<file path="src/rtl/jtag_host_if.sv">
// Command/response port of jtag_host: a valid/ready command channel carrying
// the scan request and a valid/ready response channel returning captured TDO.
interface jtag_host_if;
  logic        cmd_valid;
  logic        cmd_ready;
  logic [1:0]  cmd_op;
  logic [5:0]  cmd_len;
  logic [31:0] cmd_data;
  logic        rsp_valid;
  logic        rsp_ready;
  logic [31:0] rsp_data;
  logic        rsp_err;

  // Requester side (debug master / bench).
  modport master (
    output cmd_valid, cmd_op, cmd_len, cmd_data, rsp_ready,
    input  cmd_ready, rsp_valid, rsp_data, rsp_err
  );

  // jtag_host side.
  modport slave (
    input  cmd_valid, cmd_op, cmd_len, cmd_data, rsp_ready,
    output cmd_ready, rsp_valid, rsp_data, rsp_err
  );
endinterface

</file>
<file path="src/rtl/jtag_host.sv">
// Host-side JTAG driver. Turns TAP-reset / IR-scan / DR-scan commands into
// TCK/TMS/TDI sequences that start and end in Run-Test/Idle, captures TDO
// on the shift bits and returns it on the response channel.
// Optional feature: define JTAG_HOST_TRST_EN to drive jtag_trstn low during
// every TAP-reset sequence; otherwise jtag_trstn is tied high.
module jtag_host #(
  parameter int CLK_DIV = 2  // clk cycles per TCK half-period, >= 1
) (
  input  logic       clk,
  input  logic       rst,
  jtag_host_if.slave bus,
  output logic       busy,
  output logic       jtag_tck,
  output logic       jtag_tms,
  output logic       jtag_tdi,
  output logic       jtag_trstn,
  input  logic       jtag_tdo
);

  localparam int              DW        = (CLK_DIV > 1) ? $clog2(CLK_DIV) : 1;
  localparam logic [DW-1:0]   DIV_LAST  = DW'(CLK_DIV - 1);
  localparam int              SW        = 38;  // 32 shift bits + 6 framing TCKs
  localparam logic [SW-1:0]   RESET_TMS = SW'(6'b011111);  // TMS 1,1,1,1,1,0

  typedef enum logic [1:0] {INIT_RST, IDLE, SHIFT_SEQ, RESP} state_e;

  state_e        state_q, state_d;
  logic [DW-1:0] div_q, div_d;          // clk count inside a TCK half-period
  logic          tck_q, tck_d;
  logic          tms_q, tms_d;
  logic          tdi_q, tdi_d;
  logic [5:0]    bit_q, bit_d;          // index of the current TCK
  logic [5:0]    last_q, last_d;        // index of the final TCK
  logic [5:0]    start_q, start_d;      // index of shift bit 0
  logic [5:0]    len_q, len_d;          // shift bits; 0 for TAP reset
  logic [SW-1:0] tms_seq_q, tms_seq_d;  // TMS value for every TCK index
  logic [31:0]   tdi_sr_q, tdi_sr_d;    // remaining TDI bits, LSB next
  logic [31:0]   cap_q, cap_d;          // TDO shifted in from the top
  logic          done_q, done_d;        // last TCK has fallen
  logic [31:0]   rsp_data_q, rsp_data_d;
  logic          rsp_err_q, rsp_err_d;
`ifdef JTAG_HOST_TRST_EN
  logic          trstn_q, trstn_d;
  logic          rst_seq_q, rst_seq_d;  // running a TAP-reset sequence
`endif

  logic [5:0] bit_nxt;
  logic       shift_cur;
  logic       shift_nxt;
  logic       cmd_bad;

  assign bit_nxt   = bit_q + 6'd1;
  assign shift_cur = (bit_q >= start_q) && (bit_q < start_q + len_q);
  assign shift_nxt = (bit_nxt >= start_q) && (bit_nxt < start_q + len_q);
  assign cmd_bad   = (bus.cmd_op == 2'd3) || (bus.cmd_len == 6'd0) ||
                     (bus.cmd_len > 6'd32);

  // Next-state logic: command decode, TCK divider, TMS/TDI stepping, capture.
  always_comb begin
    // NOTE: every _d first takes its hold value, so no path through the case
    // below leaves a signal unassigned and no latch can be inferred.
    state_d    = state_q;
    div_d      = div_q;
    tck_d      = tck_q;
    tms_d      = tms_q;
    tdi_d      = tdi_q;
    bit_d      = bit_q;
    last_d     = last_q;
    start_d    = start_q;
    len_d      = len_q;
    tms_seq_d  = tms_seq_q;
    tdi_sr_d   = tdi_sr_q;
    cap_d      = cap_q;
    done_d     = done_q;
    rsp_data_d = rsp_data_q;
    rsp_err_d  = rsp_err_q;
`ifdef JTAG_HOST_TRST_EN
    trstn_d    = trstn_q;
    rst_seq_d  = rst_seq_q;
`endif

    case (state_q)
      INIT_RST, SHIFT_SEQ: begin
        if (done_q) begin
          // One idle clk after the final falling edge, then hand over.
          done_d = 1'b0;
          if (state_q == INIT_RST) begin
            state_d = IDLE;
          end else begin
            state_d    = RESP;
            rsp_data_d = cap_q >> (6'd32 - len_q);
            rsp_err_d  = 1'b0;
          end
        end else if (div_q != DIV_LAST) begin
          div_d = div_q + 1'b1;
        end else begin
          div_d = '0;
          tck_d = ~tck_q;
          if (!tck_q) begin
            // Rising edge: the target has already presented this bit's TDO.
            if (shift_cur) cap_d = {jtag_tdo, cap_q[31:1]};
          end else if (bit_q == last_q) begin
            done_d = 1'b1;
          end else begin
            // Falling edge: present TMS/TDI for the next TCK.
            bit_d = bit_nxt;
            tms_d = tms_seq_q[bit_nxt];
            tdi_d = shift_nxt & tdi_sr_q[0];
            if (shift_nxt) tdi_sr_d = tdi_sr_q >> 1;
`ifdef JTAG_HOST_TRST_EN
            trstn_d = !(rst_seq_q && tms_seq_q[bit_nxt]);
`endif
          end
        end
      end

      IDLE: begin
        if (bus.cmd_valid) begin
          bit_d  = '0;
          div_d  = '0;
          cap_d  = '0;
          tdi_d  = 1'b0;
          done_d = 1'b0;
          if (cmd_bad) begin
            state_d    = RESP;
            rsp_err_d  = 1'b1;
            rsp_data_d = '0;
          end else begin
            state_d  = SHIFT_SEQ;
            tdi_sr_d = bus.cmd_data;
            len_d    = bus.cmd_len;
            case (bus.cmd_op)
              2'd0: begin  // 1 x5, 0
                tms_seq_d = RESET_TMS;
                last_d    = 6'd5;
                start_d   = 6'd0;
                len_d     = 6'd0;
              end
              2'd1: begin  // 1,1,0,0, shift (last bit 1), 1,0
                tms_seq_d = SW'(2'b11) | (SW'(2'b11) << (bus.cmd_len + 6'd3));
                last_d    = bus.cmd_len + 6'd5;
                start_d   = 6'd4;
              end
              default: begin  // DR: 1,0,0, shift (last bit 1), 1,0
                tms_seq_d = SW'(1'b1) | (SW'(2'b11) << (bus.cmd_len + 6'd2));
                last_d    = bus.cmd_len + 6'd4;
                start_d   = 6'd3;
              end
            endcase
            tms_d = tms_seq_d[0];
`ifdef JTAG_HOST_TRST_EN
            rst_seq_d = (bus.cmd_op == 2'd0);
            trstn_d   = (bus.cmd_op != 2'd0);
`endif
          end
        end
      end

      RESP: begin
        if (bus.rsp_ready) state_d = IDLE;
      end

      default: state_d = INIT_RST;
    endcase
  end

  // State register; reset loads the automatic TAP-reset sequence.
  always_ff @(posedge clk) begin
    // NOTE: non-blocking assignments so every register samples the same
    // pre-edge values regardless of statement order.
    if (rst) begin
      state_q    <= INIT_RST;
      div_q      <= '0;
      tck_q      <= 1'b0;
      tms_q      <= 1'b1;
      tdi_q      <= 1'b0;
      bit_q      <= '0;
      last_q     <= 6'd5;
      start_q    <= '0;
      len_q      <= '0;
      tms_seq_q  <= RESET_TMS;
      tdi_sr_q   <= '0;
      cap_q      <= '0;
      done_q     <= 1'b0;
      rsp_data_q <= '0;
      rsp_err_q  <= 1'b0;
`ifdef JTAG_HOST_TRST_EN
      trstn_q    <= 1'b0;  // masked to 1 by rst at the output
      rst_seq_q  <= 1'b1;
`endif
    end else begin
      state_q    <= state_d;
      div_q      <= div_d;
      tck_q      <= tck_d;
      tms_q      <= tms_d;
      tdi_q      <= tdi_d;
      bit_q      <= bit_d;
      last_q     <= last_d;
      start_q    <= start_d;
      len_q      <= len_d;
      tms_seq_q  <= tms_seq_d;
      tdi_sr_q   <= tdi_sr_d;
      cap_q      <= cap_d;
      done_q     <= done_d;
      rsp_data_q <= rsp_data_d;
      rsp_err_q  <= rsp_err_d;
`ifdef JTAG_HOST_TRST_EN
      trstn_q    <= trstn_d;
      rst_seq_q  <= rst_seq_d;
`endif
    end
  end

  assign bus.cmd_ready = (state_q == IDLE);
  assign bus.rsp_valid = (state_q == RESP);
  assign bus.rsp_data  = rsp_data_q;
  assign bus.rsp_err   = rsp_err_q;
  assign busy          = (state_q != IDLE);
  assign jtag_tck      = tck_q;
  assign jtag_tms      = tms_q;
  assign jtag_tdi      = tdi_q;
`ifdef JTAG_HOST_TRST_EN
  // High while rst is held, low from the first INIT_RST clk onward.
  assign jtag_trstn    = trstn_q | rst;
`else
  assign jtag_trstn    = 1'b1;
`endif

endmodule

</file>
<file path="src/flat_wrapper.sv">
// flat-port wrapper written by rule: the top's interface ports become plain ports
module jtag_host_flat 
#(
  parameter int CLK_DIV = 2                                         
)
  (clk, rst, busy, jtag_tck, jtag_tms, jtag_tdi, jtag_trstn, jtag_tdo, bus_cmd_valid, bus_cmd_op, bus_cmd_len, bus_cmd_data, bus_rsp_ready, bus_cmd_ready, bus_rsp_valid, bus_rsp_data, bus_rsp_err);
  jtag_host_if bus_i ();
  input  logic clk;
  input  logic rst;
  output logic busy;
  output logic jtag_tck;
  output logic jtag_tms;
  output logic jtag_tdi;
  output logic jtag_trstn;
  input  logic jtag_tdo;
  input wire logic [$bits(bus_i.cmd_valid)-1:0] bus_cmd_valid;
  input wire logic [$bits(bus_i.cmd_op)-1:0] bus_cmd_op;
  input wire logic [$bits(bus_i.cmd_len)-1:0] bus_cmd_len;
  input wire logic [$bits(bus_i.cmd_data)-1:0] bus_cmd_data;
  input wire logic [$bits(bus_i.rsp_ready)-1:0] bus_rsp_ready;
  output wire logic [$bits(bus_i.cmd_ready)-1:0] bus_cmd_ready;
  output wire logic [$bits(bus_i.rsp_valid)-1:0] bus_rsp_valid;
  output wire logic [$bits(bus_i.rsp_data)-1:0] bus_rsp_data;
  output wire logic [$bits(bus_i.rsp_err)-1:0] bus_rsp_err;
  assign bus_i.cmd_valid = bus_cmd_valid;
  assign bus_i.cmd_op = bus_cmd_op;
  assign bus_i.cmd_len = bus_cmd_len;
  assign bus_i.cmd_data = bus_cmd_data;
  assign bus_i.rsp_ready = bus_rsp_ready;
  assign bus_cmd_ready = bus_i.cmd_ready;
  assign bus_rsp_valid = bus_i.rsp_valid;
  assign bus_rsp_data = bus_i.rsp_data;
  assign bus_rsp_err = bus_i.rsp_err;
  jtag_host #(.CLK_DIV(CLK_DIV)) u_core (.clk(clk), .rst(rst), .bus(bus_i), .busy(busy), .jtag_tck(jtag_tck), .jtag_tms(jtag_tms), .jtag_tdi(jtag_tdi), .jtag_trstn(jtag_trstn), .jtag_tdo(jtag_tdo));
endmodule
</file>
<file path="config.mk">
export PLATFORM = sky130hd
export DESIGN_NAME = jtag_host_flat
export DESIGN_NICKNAME = d
export VERILOG_FILES = /design/src/rtl/jtag_host_if.sv /design/src/rtl/jtag_host.sv /design/src/flat_wrapper.sv
export SDC_FILE = /design/constraint.sdc
export NUM_CORES = 1
export LEC_CHECK = 0
export ABC_AREA = 0
export ABC_CLOCK_PERIOD_IN_PS = 3830
export BUFFER_PORTS_ARGS = -buffer_cell sky130_fd_sc_hd__buf_2
export CORE_MARGIN = 2
export CORE_UTILIZATION = 45
export CTS_BUF_LIST = sky130_fd_sc_hd__clkbuf_2
export CTS_CLUSTER_DIAMETER = 40
export DETAILED_ROUTE_END_ITERATION = 8
export PLACE_DENSITY_LB_ADDON = 0.05
export SLEW_MARGIN = 20
export SYNTH_ARGS = -nofsm -noshare
export SYNTH_HDL_FRONTEND = slang
export SYNTH_SLANG_ARGS = --single-unit
</file>
<file path="constraint.sdc">
create_clock -name clk -period 3.83 [get_ports clk]
set_clock_uncertainty 0.2 [all_clocks]
set_input_delay 0.766 -clock clk [delete_from_list [all_inputs] [get_ports clk]]
set_output_delay 0.766 -clock clk [all_outputs]
set_load 0.03 [all_outputs]
</file>
Word-level counts from Yosys, hierarchy flattened
Index checks and enable logic that the tools add are counted.
Widths: inputs -> output; s select.

storage, ports and cells
  flip-flop bits (word level) = 166
  bits in latches = 0
  RAM bits = 0
  memory bits (read-only) = 0
  input bits = 45
  output and inout bits = 40
  word-level logic and storage cells = 138
  memories kept = 0

operators by class
  $add $sub $neg = 8
  multipliers = 0
  div/mod/pow operators = 0
  order comparisons = 6
  eq/ne operators = 20
  shift operators = 3
  mux-type cells = 63
  bitwise gates (word level) = 4
  reduce and logical (&&, ||, !) cells = 19

operators with widths
  kind                  count
  $mux 32               16
  $pmux 32 s2           3
  $pmux 38 s2           1
  $shl 2x6->38 const A  2
  $mux 6                6
  $shr 32x6->32         1
  $pmux 6 s2            2
  $mux 1                23
  $ne 2x1->1 const B    7
  $ne 2x2->1 const B    7
  $add 6x2->6 const B   2
  $add 6x3->6 const B   2
  $ge 6x6->1            2
  $lt 6x6->1            2
  $reduce_and 3->1      4
  $reduce_and 6->1      2
  $pmux 1 s2            5
  $mux 2                4
  $reduce_and 8->1      1
  $lt 6x7->1 const B    1
  $reduce_and 7->1      1
  $add 6x1->6 const B   1
  $add 6x6->6           1
  $bmux 1 s6            1
  other kinds (18)      26

Logic depth before layout (Yosys ltp)
  depth after elaboration = 9
  depth in mapped cells = 13
  depth with buffers taken out = 11

Worst setup path before layout
Ideal clock, no wire load.

  path type = register to register
  start point = reg u_core.len_q[0]
  end point = reg u_core.rsp_data_q[8], in the netlist u_core.bus.rsp_data[8]
  library setup time = 0.128 ns
  data arrival time = 3.239 ns
  required time = 3.502 ns
  path slack = 0.263 ns
  cell stages (with the launch flop) = 13
  path buffers = 4
  period minus slack after synthesis = 3.567 ns
  cell sequence = dfxtp_1 -> buf_4 -> buf_2 -> clkinv_1 -> ha_1 -> clkbuf_1 -> clkbuf_1 -> mux4_2 -> mux4_2 -> a2bb2oi_1 -> nor2_1 -> a21oi_1 -> nor2_1

on the way
  word-level cells in the longest chain between the ends = 5

RTL lines
  what                    RTL line          source
  from (decl)             jtag_host.sv:35   logic [5:0] len_q, len_d;
  from (signal assigned)  jtag_host.sv:200  len_q <= len_d;
  $sub 6x6->6             jtag_host.sv:91   rsp_data_d = cap_q >> (6'd32 - len_q);
  $shr 32x6->32           jtag_host.sv:91
  $mux 32                 jtag_host.sv:87   if (state_q == INIT_RST) begin
  $mux 32                 jtag_host.sv:84   if (done_q) begin
  $pmux 32 s2             jtag_host.sv:82   case (state_q)
  to (signal assigned)    jtag_host.sv:205  rsp_data_q <= rsp_data_d;
  to (decl)               jtag_host.sv:40   logic [31:0] rsp_data_q, rsp_data_d;

Every way passes these cells. The select of a mux whose other input is x is not followed.
A chain may end at the register's enable or synchronous reset.

Final worst setup path
  start point = reg u_core.start_q[1]
  end point = reg u_core.tdi_sr_q[7]

on the way
  word-level cells in the longest chain between the ends = 5
  elaborated cells on any way between the ends = 6
  classes of those cells = add/sub (1); order compare (2); eq/ne (1); reduce/logical (2)

RTL lines
  what                          RTL line          source
  from (decl)                   jtag_host.sv:34   logic [5:0] start_q, start_d;
  from (signal assigned)        jtag_host.sv:199  start_q <= start_d;
  $add 6x6->6                   jtag_host.sv:54   assign shift_nxt = (bit_nxt >= start_q) && (bit_nxt < start_q + len_q);
  $lt 6x6->1                    jtag_host.sv:54
  $logic_and 1x1->1 *           jtag_host.sv:54
  $ne 2x1->1 (no line) *        n/a
  $reduce_and 8->1 (no line) *  n/a
  to (signal assigned)          jtag_host.sv:202  tdi_sr_q <= tdi_sr_d;
  to (decl)                     jtag_host.sv:37   logic [31:0] tdi_sr_q, tdi_sr_d;

Every way passes the cells marked *; elsewhere a longest branch is shown, timed or not.

==> metrics.cfg <==
[run_status]
status = finished, final reports clean

[final_layout]
multi_input_area_mm2 = 0.00660
fill_cells = 2221
syn_to_final_growth_pct = 9.38
seqCellArea_mm2 = 0.00322
layout_common_cells = dfxtp_1 (160), a21oi_1 (135), nor2_1 (114)
final_common_cell = dfxtp_1
final_nets = 1330
drive_gt1_frac = 0.199

[synthesis]
async_flop_share = 0
syn_area_mm2 = 0.0104
ys_top_cells_by_area = dfxtp_1 (31%), mux4_2 (8.9%), a21oi_1 (6.5%)
ys_ff_latch = 161
synth_ff_type = dfxtp_1
synth_top_area_cell = dfxtp_1
synth-edff-count = 0
synth_cell_types = 78
synth_area_per_cell_um2 = 8.52
yosysWarnings = 0
syn_nets = 1295
syn_inst = 1216
synth_top_area_frac = 0.311
ys_seq_area_frac = 0.311

[floorplan]
start_util = 0.458
fp.coreArea_mm2 = 0.0226
ios = 85
die_area_mm2 = 0.0243
die-height_um = 156
num_rows = 55
die_w_um = 156

[place]
gp_congestion = 0.939
dp_hpwl_mm = 20.6
io_buffers = 83

[setup_path]
crit_path_max_incr_delay_ps = 470
worstPathMaxFanout = 32
cpMostUsedCell = ha_1
slowest_stage = dfxtp_1
r2r_cells = 12
crit_type = reg2reg
endpoint_kind = flip-flop
cp.arrival_ps = 3980
cp_cell_sequence = ha_1 > inv_1 > fa_1 > ha_1 > a21boi_0 > o21a_1 > nor4_1 > a2111oi_4 > o311ai_4 > buf_4 > a21oi_1 > nor3_1
cp.required_ps = 4300
start_kind = flip-flop

[sta]
setup_violations = 0
worst_pin_slew_ps = 829
max_freq_mhz = 286
finalSetupTns_ps = 0
finalMaxSlewViolations = 0
period_minus_slack_ps = 3500
hold_viol_final = 0
relSlewSlack = 0.443
holdWs_ps = 182
final.period_utilization = 0.914
rsz0062_at_grt = false

[grt]
grt_antenna_before_repair = 1
grt_first_pass_wirelength_mm = 48.8
overflow = 0
grt_max_degree = 100
grt_pass1_vias = 8989
grt_usage = 0.250

[pwr]
leakagePower_nw = 4.16
p_sw_mw = 2.24
peakVddDrop_uv = 371
power_per_cell_area_mw_per_mm2 = 456
seq_power_share = 0.372
p_total_mw = 5.17
combPwrFrac = 0.452
intPower_mw = 2.93
switching_share = 0.434
p_clk_frac = 0.176

[cts]
postCtsSetupRepairBufs = 0
tritoncts = done
clk_path_buf_depth = 2
path_clk_slew_ps = 260
cts-root-buf = clkbuf_2
insertion_delay_ps = 770
htree_num_levels = 4
cts_buffers = 17
cts_sinks = 161

[drt]
wl_mm = 29.9
postRouteAntennaNets = 0
vias_per_cell = 6.05
drt_first_iter_violations = 745
vias = 9373
routedWlPerCell_um = 19.3
dr.pass1.iters = 5
drc = 0

[run]
drv_cap = 0

[hold_path]
hold_path_class = in2reg
hold_depth = 4

[metal layers]
metal  track usage  vias to the layer above  part of all wire
li1              -                     4602                 -
met5             0                        -                 0
met2         0.437                      212              0.50
met1         0.321                     4525              0.44
met3        0.0431                       34             0.041
met4        0.0660                        0             0.018
[sequential cells by signal, summed over array words and instances (netlist names)]
signal,count
u_core.bus.rsp_err,1
u_core.bus.rsp_data,32
u_core.tdi_sr_q,32
u_core.len_q,6
u_core.done_q,1
u_core.last_q,6
u_core.start_q,2
u_core.div_q,1
u_core.jtag_tdi,1
u_core.jtag_tck,1
u_core.tms_seq_q,37
u_core.state_q,2
u_core.cap_q,32
u_core.jtag_tms,1
u_core.bit_q,6
[final cells by class]
cell class,count,area share
timing repair buffer,128,0.0737
sequential,161,0.284
inverter,26,0.00861
antenna,1,0.000221
multi-input combinational,917,0.582
clock buffer,18,0.00795
tap,285,0.0314
clock inverter,14,0.0115
[power groups by stage]
stage | Sequential [mW] | Clock, mW | Combinational, mW
after floorplan | 1.94 | 0 | 1.70
after global placement | 1.96 | 0 | 2.34
after detailed placement | 1.96 | 0 | 2.34
after CTS | 1.92 | 0.949 | 2.34
after global routing | 1.95 | 1.02 | 2.56
final | 1.92 | 0.911 | 2.34
[synthesized netlist by cell type, types with 33 or more instances]
| master | n |
|---|---|
| a21oi_1 | 135 |
| clkbuf_1 | 69 |
| dfxtp_1 | 161 |
| ha_1 | 33 |
| mux2_2 | 34 |
| mux2i_1 | 39 |
| mux4_2 | 41 |
| nand2_1 | 80 |
| nand3_1 | 55 |
| nor2_1 | 114 |
| nor3_1 | 100 |
| o211ai_1 | 36 |
[kinds of logic (layout without fill, tap and decap cells)]
kind of cell | count (synthesis) | in the layout | synth area share
xor+xnor | 35 | 35 | 0.0296
mux | 114 | 114 | 0.164
buf+inv | 138 | 186 | 0.0585
flops | 161 | 161 | 0.311
compound gates | 325 | 325 | 0.212
other cells | 1 | 2 | 0.000362
simple gates | 408 | 408 | 0.183
fa+ha+maj | 34 | 34 | 0.0418
[stage by stage]
step / worst slack (ps) / cell area (um2) / utilization / std cells
floorplan: 263 / 10400 / - / 1216
global placement: 301 / 11100 / 0.490 / 1515
detailed placement: 290 / 11100 / 0.490 / 1515
CTS: 330 / 11300 / 0.501 / 1549
global route: 12.6 / 11300 / 0.501 / 1550
finish: 328 / 11300 / 0.501 / 1550
[worst max-delay path, delay by kind of cell, from the launching register on]
family / cells / cell delay (ps)
flip-flops: 1 / 470
AO/OA/AOI/OAI: 5 / 850
AND/OR/NAND/NOR: 2 / 550
buffers and inverters: 2 / 430
adder cells (fa/ha/maj): 3 / 950
[path summary, 6_finish.rpt]
kind | slack (ps) | to | startpoint
hold / removal | 180 | u_core.tdi_sr_q[9] | bus_cmd_data[9]
setup / recovery | 330 | u_core.tdi_sr_q[7] | u_core.start_q[1]
setup reg to reg | 330 | u_core.tdi_sr_q[7] | u_core.start_q[1]
hold reg to reg | 270 | u_core.bus.rsp_data[25] | u_core.bus.rsp_data[25]
[what timing repair did]
action,CTS,global route
gates resized for setup,0,0
hold buffers,2,0
endpoints found under the hold margin,2,0
Note: power is estimated with default switching activity, not from simulation.
